$ cat config.mk
export PLATFORM = sky130hd
export DESIGN_NAME = mult32x32_arbiter
export DESIGN_NICKNAME = d
export VERILOG_FILES = /design/src/rtl/mult32x32_arbiter.sv
export SDC_FILE = /design/constraint.sdc
export NUM_CORES = 1
export LEC_CHECK = 0
export ABC_AREA = 1
export CAP_MARGIN = 10
export CORE_MARGIN = 2
export CORE_UTILIZATION = 39
export DETAILED_ROUTE_END_ITERATION = 6
export PLACE_DENSITY = 0.79
export SLEW_MARGIN = 0
export SYNTH_ARGS = -nofsm -noshare
export SYNTH_HDL_FRONTEND = slang
export SYNTH_SLANG_ARGS = --single-unit
$ cat constraint.sdc
create_clock -name clk -period 6.2 [get_ports clk]
set_input_delay 0.93 -clock clk [delete_from_list [all_inputs] [get_ports clk]]
set_output_delay 0.93 -clock clk [all_outputs]
set_load 0.02 [all_outputs]
$ cat src/rtl/mult32x32_arbiter.sv
`default_nettype none
//==============================================================================
// mult32x32_arbiter: round-robin sharing of one 32x32 multiplier by two
// requesters, with a watchdog that aborts a multiplier that never completes.
// Rev 1.0
//==============================================================================
module mult32x32_arbiter #(
  parameter int TIMEOUT = 64
) (
  input  logic        clk,
  input  logic        reset,
  input  logic        req0,
  input  logic [31:0] a0,
  input  logic [31:0] b0,
  input  logic        req1,
  input  logic [31:0] a1,
  input  logic [31:0] b1,
  output logic        ack0,
  output logic        ack1,
  output logic        done0,
  output logic        done1,
  output logic        err,
  output logic [63:0] result,
  output logic        arb_busy,
  output logic        mult_start,
  output logic [31:0] mult_a,
  output logic [31:0] mult_b,
  input  logic        mult_busy,
  input  logic [63:0] mult_product
);

  typedef enum logic [2:0] {
    IDLE      = 3'd0,
    ISSUE     = 3'd1,
    WAIT_BUSY = 3'd2,
    WAIT_DONE = 3'd3,
    DELIVER   = 3'd4
  } state_t;

  localparam logic [9:0] C_WDOG_LAST = 10'(TIMEOUT - 1);

  state_t      r_state;
  logic        r_last_grant;
  logic        r_owner;
  logic [9:0]  r_wdog;
  logic        r_ack0;
  logic        r_ack1;
  logic        r_done0;
  logic        r_done1;
  logic        r_err;
  logic [63:0] r_result;
  logic        r_arb_busy;
  logic        r_start;
  logic [31:0] r_mult_a;
  logic [31:0] r_mult_b;

  logic        w_any_req;
  logic        w_pick1;
  logic        w_wdog_expired;

  // On a tie the requester that did not win last time is served.
  assign w_any_req      = req0 | req1;
  assign w_pick1        = req1 & (~req0 | ~r_last_grant);
  assign w_wdog_expired = (r_wdog >= C_WDOG_LAST);

  always_ff @(posedge clk or posedge reset) begin
    if (reset) begin
      r_state      <= IDLE;
      r_last_grant <= 1'b1;
      r_owner      <= 1'b0;
      r_wdog       <= '0;
      r_ack0       <= 1'b0;
      r_ack1       <= 1'b0;
      r_done0      <= 1'b0;
      r_done1      <= 1'b0;
      r_err        <= 1'b0;
      r_result     <= '0;
      r_arb_busy   <= 1'b0;
      r_start      <= 1'b0;
      r_mult_a     <= '0;
      r_mult_b     <= '0;
    end else begin
      // Pulse outputs are single-cycle; each transition below re-asserts as needed.
      r_ack0   <= 1'b0;
      r_ack1   <= 1'b0;
      r_done0  <= 1'b0;
      r_done1  <= 1'b0;
      r_err    <= 1'b0;
      r_result <= '0;
      r_start  <= 1'b0;

      case (r_state)
        IDLE: begin
          r_arb_busy <= w_any_req;
          if (w_any_req) begin
            r_owner  <= w_pick1;
            r_mult_a <= w_pick1 ? a1 : a0;
            r_mult_b <= w_pick1 ? b1 : b0;
            r_start  <= 1'b1;
            r_ack0   <= ~w_pick1;
            r_ack1   <= w_pick1;
            r_state  <= ISSUE;
          end
        end

        ISSUE: begin
          r_wdog  <= '0;
          r_state <= WAIT_BUSY;
        end

        // The watchdog counts every cycle spent in either wait state.
        WAIT_BUSY: begin
          if (mult_busy) begin
            r_wdog  <= r_wdog + 10'd1;
            r_state <= WAIT_DONE;
          end else if (w_wdog_expired) begin
            r_done0 <= ~r_owner;
            r_done1 <= r_owner;
            r_err   <= 1'b1;
            r_state <= DELIVER;
          end else begin
            r_wdog <= r_wdog + 10'd1;
          end
        end

        WAIT_DONE: begin
          if (!mult_busy) begin
            r_done0  <= ~r_owner;
            r_done1  <= r_owner;
            r_result <= mult_product;
            r_state  <= DELIVER;
          end else if (w_wdog_expired) begin
            r_done0 <= ~r_owner;
            r_done1 <= r_owner;
            r_err   <= 1'b1;
            r_state <= DELIVER;
          end else begin
            r_wdog <= r_wdog + 10'd1;
          end
        end

        DELIVER: begin
          r_last_grant <= r_owner;
          r_arb_busy   <= 1'b0;
          r_state      <= IDLE;
        end

        default: begin
          r_arb_busy <= 1'b0;
          r_state    <= IDLE;
        end
      endcase
    end
  end

  assign ack0       = r_ack0;
  assign ack1       = r_ack1;
  assign done0      = r_done0;
  assign done1      = r_done1;
  assign err        = r_err;
  assign result     = r_result;
  assign arb_busy   = r_arb_busy;
  assign mult_start = r_start;
  assign mult_a     = r_mult_a;
  assign mult_b     = r_mult_b;

endmodule
`default_nettype wire

# After elaboration in Yosys (flattened, before gate mapping)
# Index checks and enable logic that the tools add are counted.
# totals
mem_bits_ro	0
wordCells	66
register_bits	150
ram_bits	0
memories	0
latch_bits	0
# classes
order_cmp	1
div_mod_pow	0
n_shift	0
reduce_logical	5
bitwise_logic	7
mul	0
addsub	1
n_eq_ne	6
n_mux	32
# ops
operator	count
2-to-1 mux 64 bit	2
2-to-1 mux 32 bit	2
2-to-1 mux 10 bit	3
one-hot mux 10 bit (3 select lines)	1
2-to-1 mux 1 bit	15
2-to-1 mux 3 bit	4
one-hot mux 3 bit (4 select lines)	1
adder 10 x 1 -> 10 bit (second input constant)	1
>= comparator 10 x 6 -> 1 bit (second input constant)	1
one-hot mux 1 bit (2 select lines)	4
== test 3 x 2 -> 1 bit (second input constant)	2
inequality test 2 bit (second input constant)	2
NOT 1 bit	4
AND reduction 2 bit	2
== test 3 x 1 -> 1 bit (second input constant)	1
== test 3 bit (second input constant)	1
zero test 3 bit	1
nonzero test 3 bit	1
OR reduction 3 bit	1
bitwise OR 1 bit	2
AND 1 bit	1

# Longest topological paths before layout
# Gate-level depths: netlist of the first run.
# logic_depth
ltp_word	6
ltp_mapped	11

# Least setup slack after synthesis of the first run
# OpenSTA, ideal clock, no wires.
# synth_timing
path_type	in2reg
startpoint	in req0
endpoint	reg r_mult_a[0], in the netlist mult_a[0]
arrival_time_ns	1.710
setup_ns	0.076
path_buffers	1
cell_stages	6
required_ns	6.124
path_slack_ns	4.414
path_cell_list	nand2_1 -> nand2_2 -> inv_2 -> clkbuf_1 -> o21ai_1 -> o21ai_1
# synth_between
elab_chain_cells	4
# synth_rtl
item	line_no	rtl
from (decl)	12	input logic req0,
NOT 1 bit	63	assign w_pick1 = req1 & (~req0 | ~r_last_grant);
bitwise OR 1 bit	63	
AND 1 bit	63	
2-to-1 mux 32 bit	97	r_mult_a <= w_pick1 ? a1 : a0;
to (signal assigned)	97	
to (decl)	54	logic [31:0] r_mult_a;
# Several ways; a longest one is shown, not always the timed one.
# A chain may end at the register's enable or synchronous reset.

# Final worst setup path of the first run
# layout_timing
startpoint	in req0
endpoint	reg r_mult_b[1], in the netlist mult_b[1]
# layout_between
elab_chain_cells	4
# layout_rtl
item	line_no	rtl
NOT 1 bit	63	
bitwise OR 1 bit	63	
AND 1 bit	63	
2-to-1 mux 32 bit	98	r_mult_b <= w_pick1 ? b1 : b0;
to (signal assigned)	98	
to (decl)	55	logic [31:0] r_mult_b;
# Several ways; a longest one is shown, not always the timed one.

==> results of run 1 <==
## cell families after synthesis
logic type / Yosys count
simple gates: 352
compound gates: 139
flops: 150
buf+inv: 74
fa+ha+maj: 1
## metal layers
layer	vias to the layer above	GRT usage (%)	wire length [um]
li1	2894	-	-
met1	2779	27.4	7530
met2	219	38.1	10100
met3	48	7.26	1400
met4	0	11.0	652
met5	-	0	0
## registers in the layout, indices dropped and copies added, names as in the netlist
signal        count
result           64
mult_b           32
done1             1
r_state           3
r_last_grant      1
ack0              1
done0             1
mult_start        1
err               1
r_owner           1
r_wdog           10
ack1              1
arb_busy          1
mult_a           32
## layout make-up
type | instances | share of cell area [%]
Clock inverter | 13 | 1.88
Tap cell | 216 | 2.64
Clock buffer | 19 | 4.32
Sequential cell | 150 | 36.6
Inverter | 34 | 1.29
Timing Repair Buffer | 336 | 32.7
Multi-Input combinational cell | 492 | 20.6
## worst paths after layout
path                                          start               endpoint
setup / recovery                               req0  mult_b[1]$_DFFE_PP0P_
hold / removal                  r_owner$_DFFE_PP0P_        done0$_DFF_PP0_
setup reg to reg           r_last_grant$_DFFE_PP1N_  mult_b[1]$_DFFE_PP0P_
hold reg to reg                 r_owner$_DFFE_PP0P_        done0$_DFF_PP0_
max in group asynchronous                     reset   result[45]$_DFF_PP0_
min in group asynchronous                     reset   result[34]$_DFF_PP0_
## stage by stage
step	util (%)	cell area (sq um)	cells	setup WS, ns
global placement	61.2	9620	1228	2.88
floorplan	-	6200	716	1.24
detailed placement	61.2	9620	1228	2.84
global route	65.3	10300	1260	3.08
finish	65.3	10300	1260	3.24
CTS	65.3	10300	1260	3.25
## critical path, cell delays in order
cell and delay [ns]:
clkdlybuf4s50_1 0.49, nand2_1 0.08, nand2_2 0.05, buf_4 0.55, inv_2 0.64, o21ai_1 0.37, o21ai_1 0.08
## power groups by stage
stage	combinational, uW	clock, uW	sequential [uW]
global route	2010	1170	1480
CTS	1870	1130	1450
finish	1850	1110	1450
global placement	1820	0	1450
detailed placement	1860	0	1460
floorplan	690	0	1770
## placed cells by master, fill, tap and decap left out, drive strengths merged, types with 3 or more instances in the layout
master / n
a21oi: 4
buf: 5
bufinv: 4
clkbuf: 19
clkdlybuf4s50: 331
clkinv: 3
dfrtp: 149
inv: 38
nand2: 184
nand3: 17
nor2: 147
o21ai: 133
==> metrics.csv, run 1 <==
metric;value;unit
status;complete, no violations;
clk_latency;0.42;ns
routabilityCongestion;0.823;
drc;0;
end_kind;flip-flop;
comb_power_share;42.0;%
antenna_cells;0;
ctsHoldBuffers;0;
synthAdderAreaFrac;0.202;%
gr-total-overflow;0;
synth_compound_area_share;11.3;%
die_area;0.0169;sq mm
power.switching;1630;uW
first_pass_iters;5;
cts_buffers;17;
clk_path_buf_depth;2;
syn_area;0.00620;sq mm
tritoncts;yes;
p_int;2770;uW
synth_edf_count;0;
finalSetupTns;0;ns
start_kind;primary input;
nFillCells;1261;
ff2ff_setup_slack;3.72;ns
vdd_drop_max;0.000216;V
worstHoldPathCells;1;
synthArstFlopShare;100;%
p_sw_share;37.1;%
htreeDepth;4;
yosysTopAreaCell;dfrtp_1;
finalCritPeriodShare;47.8;%
grt_pass1_vias;5665;
pwr-share-clk;25.2;%
grt_pass1_wl;29800;um
min_period;2.96;ns
synthCells;716;
slew_headroom;22.7;%
power_frac_seq;32.8;%
total_power;4410;uW
tightest_slew;1.16;ns
synth_xor_area_share;0;%
yosys_warnings;0;
powerDensity;430;mW/mm^2
fmax;337;MHz
wire_per_inst;15.7;um
root_buffer;clkbuf_16;
critPathArrivalTime;3.26;ns
hold_viol;0;
synth_mux_area_share;0;%
crit_fanout;64;
post_cts_resized;0;
io_pins;332;
required;6.49;ns
synth_commonest_cells;nand2_1, dfrtp_1, nor2_1;
worstSetupPathType;primary input to flip-flop;
rsz0062_at_grt;no;
ys_seq_area_share;60.6;%
cap_violations;0;
nets;1229;
synthSimpleGateAreaFrac;22.4;%
grt_max_degree;103;
maxSlewViolCount;0;
grt_usage;23.0;%
ys_seq_elements;150;
yosysUniqueCellTypes;23;
coreArea;0.0157;sq mm
fp.dieW;130;um
ant_nets;0;
die_y;130;um
drtIter0Drc;555;
via_per_inst;4.71;
post_cts_buffers;0;
syn_nets;914;
yosysTopAreaCellShare;60.2;%
fp-row-count;46;
antenna_found_initial;0;
regArea;0.00375;sq mm
hold_path_class;flip-flop to flip-flop;
synth_top_family_by_area;simple AND/OR/NAND/NOR gates;
r2r_cells;6;
syn_area_per_cell;8.66;sq um
area_growth;65.4;%
dr_total_vias;5940;
yosysMostFrequentCell;nand2_1;
synth_ff_type;dfrtp_1;
hpwl;14000;um
setup_violations;0;
synth_area_leaders;dfrtp_1, nand2_1, o21ai_1;
multi_input_area;0.00211;sq mm
clk_pin_slew;0.06;ns
finClkSkew;0.0120;ns
totalWireLength;19700;um
floorplan.initialDensity;39.4;%
drive_above_1_share;5.17;%
port_buffers;331;
cts_sinks;150;
p_leak;0.00462;uW
whs;0.439;ns
(Power assumes the default switching activity.)
==> inputs of run 2 (changes only) <==
--- a/config.mk
+++ b/config.mk
@@ -8,9 +8,9 @@
 export ABC_AREA = 1
 export CAP_MARGIN = 10
 export CORE_MARGIN = 2
-export CORE_UTILIZATION = 39
+export CORE_UTILIZATION = 36
 export DETAILED_ROUTE_END_ITERATION = 6
-export PLACE_DENSITY = 0.79
+export PLACE_DENSITY = 0.77
 export SLEW_MARGIN = 0
 export SYNTH_ARGS = -nofsm -noshare
 export SYNTH_HDL_FRONTEND = slang
==> constraint.sdc (replaced) <==
create_clock -name clk -period 2.6 [get_ports clk]
set_input_delay 0.39 -clock clk [delete_from_list [all_inputs] [get_ports clk]]
set_output_delay 0.39 -clock clk [all_outputs]
set_load 0.02 [all_outputs]
==> run 2 against run 1 <==
Compared with the run above:
- combinational power is 150% higher
- flip-flop and latch count stayed put
- die area is 8.1% higher
- via count is 1.7% higher
- sequential power is 140% higher
- critical endpoint is now mult_b[31]
- clock-buffer cell count stayed put
- power is 140% higher
==> metrics.csv, run 2 (same netlist as run 1, synthesis figures left out) <==
metric;value;unit;change
status;complete, no violations;;
final_cell_mix;clkdlybuf4s50_1, nand2_1, dfrtp_1, nor2_1, o21ai_1;;
place_area;0.00982;sq mm;+2.1%
hpwl;14500;um;+4.0%
grt_pass1_wl;31200;um;+4.9%
die_area;0.0183;sq mm;+8.1%
gr-total-overflow;0;;unchanged
first_pass_iters;5;;unchanged
power_frac_seq;33.1;%;+0.3 points
p_sw_share;38.1;%;+1.0 points
max_stage_delay;0.67;ns;+0.03 ns
drc;0;;unchanged
multi_input_area;0.00211;sq mm;unchanged
grt_max_degree;65;;-37%
fp.dieW;135;um;+4.0%
finalSetupTns;0;ns;unchanged
drive_above_1_share;6.17;%;+0.99 points
hold_path_class;primary input to asynchronous set/reset pin;;
worstSetupPathType;flip-flop to output pin;;
antenna_cells;0;;unchanged
largest_reg_flops;64;;unchanged
comb_power_share;43.8;%;+1.8 points
p_leak;0.00469;uW;+1.4%
htreeDepth;4;;unchanged
antenna_found_initial;0;;unchanged
die_y;135;um;+4.0%
clk_pin_slew;0.06;ns;about the same
crit_family;buffers and inverters;;
via_per_inst;4.74;;+0.57%
pwr-share-clk;23.1;%;-2.1 points
vdd_drop_max;0.000462;V;+110%
finClkSkew;0.00788;ns;-0.00408 ns
drtIter0Drc;364;;-34%
nFillCells;1436;;+14%
fp-row-count;47;;+2.2%
min_period;1.83;ns;
crit_chain;clkdlybuf4s50_1;;
layout_commonest_cell;clkdlybuf4s50_1;;
required;2.21;ns;-4.28 ns
slew_headroom;63.5;%;+41 points
tritoncts;yes;;
dr_total_vias;6040;;+1.7%
port_buffers;331;;unchanged
cp_slowest_cell;clkdlybuf4s50_1;;
crit_fanout;2;;-97%
cts_buffers;17;;unchanged
fmax;548;MHz;
root_buffer;clkbuf_16;;
clk_latency;0.42;ns;about the same
nets;1240;;+0.90%
cp_num_buf_inv;1;;-2
ctsHoldBuffers;0;;unchanged
clk_path_buf_depth;2;;unchanged
hold_viol;0;;unchanged
wire_per_inst;15.9;um;+1.7%
start_kind;flip-flop;;
grt_pass1_vias;6027;;+6.4%
post_cts_resized;0;;unchanged
total_power;10400;uW;+140%
grt_usage;22.2;%;-0.85 points
power.switching;3950;uW;+140%
end_kind;output pin;;
fin_area;0.0104;sq mm;+1.3%
post_cts_buffers;0;;unchanged
coreArea;0.0167;sq mm;+6.3%
fin_util;62.2;%;-3.1 points
area_growth;67.6;%;
p_int;6430;uW;+130%
io_pins;332;;unchanged
powerDensity;999;mW/mm^2;+130%
ant_nets;0;;unchanged
setup_violations;0;;unchanged
tightest_slew;0.546;ns;-0.612 ns
regArea;0.00375;sq mm;unchanged
routabilityCongestion;0.833;;+1.2%
critPathArrivalTime;1.44;ns;-1.82 ns
totalWireLength;20300;um;+2.8%
cap_violations;0;;unchanged
cts_sinks;150;;unchanged
maxSlewViolCount;0;;unchanged
rsz0062_at_grt;no;;
finalCritPeriodShare;70.2;%;
floorplan.initialDensity;37.1;%;-2.3 points
run 2: stage by stage:
step / instances / hold slack (ns) / setup WS (ns)
2_1_floorplan: 716 / 0.401 / 0.322
3_3_place_gp: 1243 / 0.471 / 0.593
3_5_place_dp: 1243 / 0.457 / 0.514
4_1_cts: 1274 / 0.361 / 0.744
5_1_grt: 1274 / 0.401 / 0.708
6_report: 1274 / 0.364 / 0.774
run 2: worst paths after layout:
path	start	to	slack, ns	cells after the start
setup / recovery	mult_b[31]$_DFFE_PP0P_	mult_b[31]	0.77	1
hold / removal	reset	result[11]$_DFF_PP0_	0.36	2
setup reg to reg	r_state[0]$_DFFE_PP0P_	mult_b[21]$_DFFE_PP0P_	0.95	6
hold reg to reg	r_owner$_DFFE_PP0P_	done0$_DFF_PP0_	0.47	1
max in group asynchronous	reset	r_last_grant$_DFFE_PP1N_	1.50	4
min in group clk	r_owner$_DFFE_PP0P_	done0$_DFF_PP0_	0.47	1
run 2: layout make-up:
cell class / count / area share, %
Sequential cell: 150 / 36.1
Timing Repair Buffer: 347 / 34.1
Multi-Input combinational cell: 492 / 20.3
Clock buffer: 19 / 4.36
Tap cell: 220 / 2.65
Inverter: 34 / 1.26
Clock inverter: 12 / 1.14
run 2: power groups by stage:
stage          sequential, uW  clock (uW)  combinational (uW)
2_1_floorplan            4220           0                1650
3_3_place_gp             3440           0                4510
3_5_place_dp             3460           0                4580
4_1_cts                  3430        2450                4600
5_1_grt                  3510        2550                4930
6_report                 3430        2400                4550
run 2: per-layer routing:
metal	vias to the layer above	track usage, %	routed length, um
met4	0	10.4	747
met1	2841	24.9	7590
met2	231	38.0	10300
li1	2922	-	-
met5	-	0	0
met3	46	7.48	1610
==> inputs of run 3 (changes only) <==
--- a/config.mk
+++ b/config.mk
@@ -8,9 +8,9 @@
 export ABC_AREA = 1
 export CAP_MARGIN = 10
 export CORE_MARGIN = 2
-export CORE_UTILIZATION = 36
+export CORE_UTILIZATION = 39
 export DETAILED_ROUTE_END_ITERATION = 6
-export PLACE_DENSITY = 0.77
+export PLACE_DENSITY = 0.79
 export SLEW_MARGIN = 0
 export SYNTH_ARGS = -nofsm -noshare
 export SYNTH_HDL_FRONTEND = slang
==> constraint.sdc (replaced) <==
create_clock -name clk -period 1.8 [get_ports clk]
set_input_delay 0.27 -clock clk [delete_from_list [all_inputs] [get_ports clk]]
set_output_delay 0.27 -clock clk [all_outputs]
set_load 0.02 [all_outputs]
==> run 3 against run 2 <==
Compared with the run above:
- clock skew fell by 0.0011 ns
- via count fell by 0.36%
- final cell count rose by 0.16%
- flip-flop and latch count did not move
- power rose by 48%
- combinational power rose by 48%
- routed wire length rose by 0.70%
- global-route usage rose by 2.1 points
- clock-buffer cell count fell by 1
- sequential share of layout area fell by 0.34 points
- non-clock buffer count rose by 6
==> metrics.csv, run 3 (same netlist as run 1, synthesis figures left out) <==
metric;value;unit;change
min_period;1.72;ns;
dp.cells;1245;;+0.16%
place_ws;-0.0148;ns;-0.529 ns
fmax;583;MHz;
largest_reg_flops;64;;unchanged
first_pass_iters;5;;unchanged
finClkSkew;0.00677;ns;-0.00111 ns
setup_violations;0;;unchanged
crit_family;buffers and inverters;;
regArea;0.00375;sq mm;unchanged
nFillCells;1229;;-14%
hold_viol;0;;unchanged
grt_pass1_wl;31100;um;-0.27%
nets;1246;;+0.48%
slew_headroom;55.9;%;-7.7 points
required;1.53;ns;-0.68 ns
grt_pass1_vias;5791;;-3.9%
cp_slowest_cell;clkdlybuf4s50_1;;
post_cts_buffers;0;;unchanged
end_kind;output pin;;
worst_r2r_endpoint;r_wdog[0]$_DFFE_PP0P_;;
grtUsageMet3;7.22;%;-0.27 points
htreeDepth;4;;unchanged
busiest_layer;met2;;
drive_above_1_share;6.61;%;+0.44 points
multi_input_area;0.00211;sq mm;unchanged
hold_path_class;primary input to asynchronous set/reset pin;;
critPathArrivalTime;1.45;ns;about the same
globalRouteMet1Util;30.3;%;+5.4 points
die_area;0.0169;sq mm;-7.5%
drc;0;;unchanged
post_cts_resized;0;;unchanged
antenna_found_initial;1;;+1
tritoncts;yes;;
fp-row-count;46;;-2.1%
totalWireLength;20400;um;+0.70%
ff2ff_setup_slack;0.23;ns;-0.72 ns
rsz0062_at_grt;no;;
routabilityCongestion;0.870;;+4.5%
cts_sinks;150;;unchanged
area_growth;69.2;%;
ant_nets;0;;unchanged
gr-usage-met2;39.6;%;+1.6 points
hpwl;15100;um;+3.9%
powerDensity;1460;mW/mm^2;+46%
vdd_drop_max;0.000782;V;+69%
clk_latency;0.42;ns;about the same
tightest_slew;0.662;ns;+0.116 ns
final_cell_mix;clkdlybuf4s50_1, nand2_1, dfrtp_1, nor2_1, o21ai_1;;
drtIter0Drc;431;;+18%
root_buffer;clkbuf_16;;
port_buffers;331;;unchanged
dr_total_vias;6018;;-0.36%
r2r_cells;9;;+3
p_leak;0.00473;uW;+0.88%
grt_max_degree;81;;+25%
crit_chain;clkdlybuf4s50_1;;
finalCritPeriodShare;95.4;%;
cap_violations;0;;unchanged
start_kind;flip-flop;;
coreArea;0.0157;sq mm;-5.9%
timing.final.ws_setup;0.0835;ns;-0.690 ns
layoutNonFillerInstCount;1276;;+0.16%
ctsHoldBuffers;0;;unchanged
status;complete, no violations;;
floorplan.initialDensity;39.4;%;+2.3 points
crit_fanout;2;;unchanged
wire_per_inst;16.0;um;+0.54%
layout_commonest_cell;clkdlybuf4s50_1;;
cp_num_buf_inv;1;;unchanged
die_y;130;um;-3.8%
finalSetupTns;0;ns;unchanged
worstSetupPathType;flip-flop to output pin;;
timing.rr.start;r_wdog[1]$_DFFE_PP0P_;;
maxSlewViolCount;0;;unchanged
gr-total-overflow;0;;unchanged
clk_path_buf_depth;2;;unchanged
clk_pin_slew;0.06;ns;about the same
fp.dieW;130;um;-3.8%
io_pins;332;;unchanged
max_stage_delay;0.68;ns;about the same
cts_buffers;17;;unchanged
grt_usage;24.3;%;+2.1 points
via_per_inst;4.72;;-0.52%
run 3: changes by cell type in the layout (fill, tap and decap cells not counted):
cell        previous run  this run
clkinvlp_4             3         5
clkinv_4               2         0
buf_4                  7        10
inv_6                  4         2
inv_8                  1         0
diode_2                0         1
buf_12                 9        12
clkbuf_8               2         1
bufinv_16              1         3
clkinv_2               2         3
run 3: worst max-delay path by stage:
stage                                      start                      to  cells after the start
after CTS                 mult_b[24]$_DFFE_PP0P_              mult_b[24]                      1
after global routing      mult_b[22]$_DFFE_PP0P_              mult_b[22]                      1
after global placement                      req1  mult_a[23]$_DFFE_PP0P_                      7
after detailed placement                    req1  mult_b[16]$_DFFE_PP0P_                      7
after floorplan                            reset          ack0$_DFF_PP0_                      1
final                     mult_b[26]$_DFFE_PP0P_              mult_b[26]                      1
run 3: layout make-up:
cell class / count / area share [%]
diodes: 1 / 0.0239
clock buffers: 18 / 4.19
clock inverters: 12 / 1.46
inverters: 34 / 1.25
multi-input cells: 492 / 20.1
flip-flops and latches: 150 / 35.8
well taps: 216 / 2.58
repair buffers: 353 / 34.6
run 3: per-layer routing:
| metal | share of wire (%) | up-vias |
|---|---|---|
| li1 | - | 2928 |
| met1 | 39 | 2808 |
| met2 | 51 | 243 |
| met3 | 7.1 | 39 |
| met4 | 2.6 | 0 |
| met5 | 0 | - |
run 3: stage by stage:
stage               total power (uW)  hold WS, ns  cell area [sq um]  utilization (%)
finish                         15300        0.341              10500             66.8
global route                   16200        0.366              10500             66.8
CTS                            15400        0.358              10500             66.7
detailed placement             11800        0.412               9900             63.0
global placement               11600        0.429               9900             63.0
floorplan                       8480        0.390               6200                -
run 3: where the power goes:
group | internal (uW) | switching [uW] | leakage, uW
Sequential | 4420 | 557 | 0.00196
Clock | 2200 | 1410 | 0.000280
Combinational | 3050 | 3700 | 0.00249
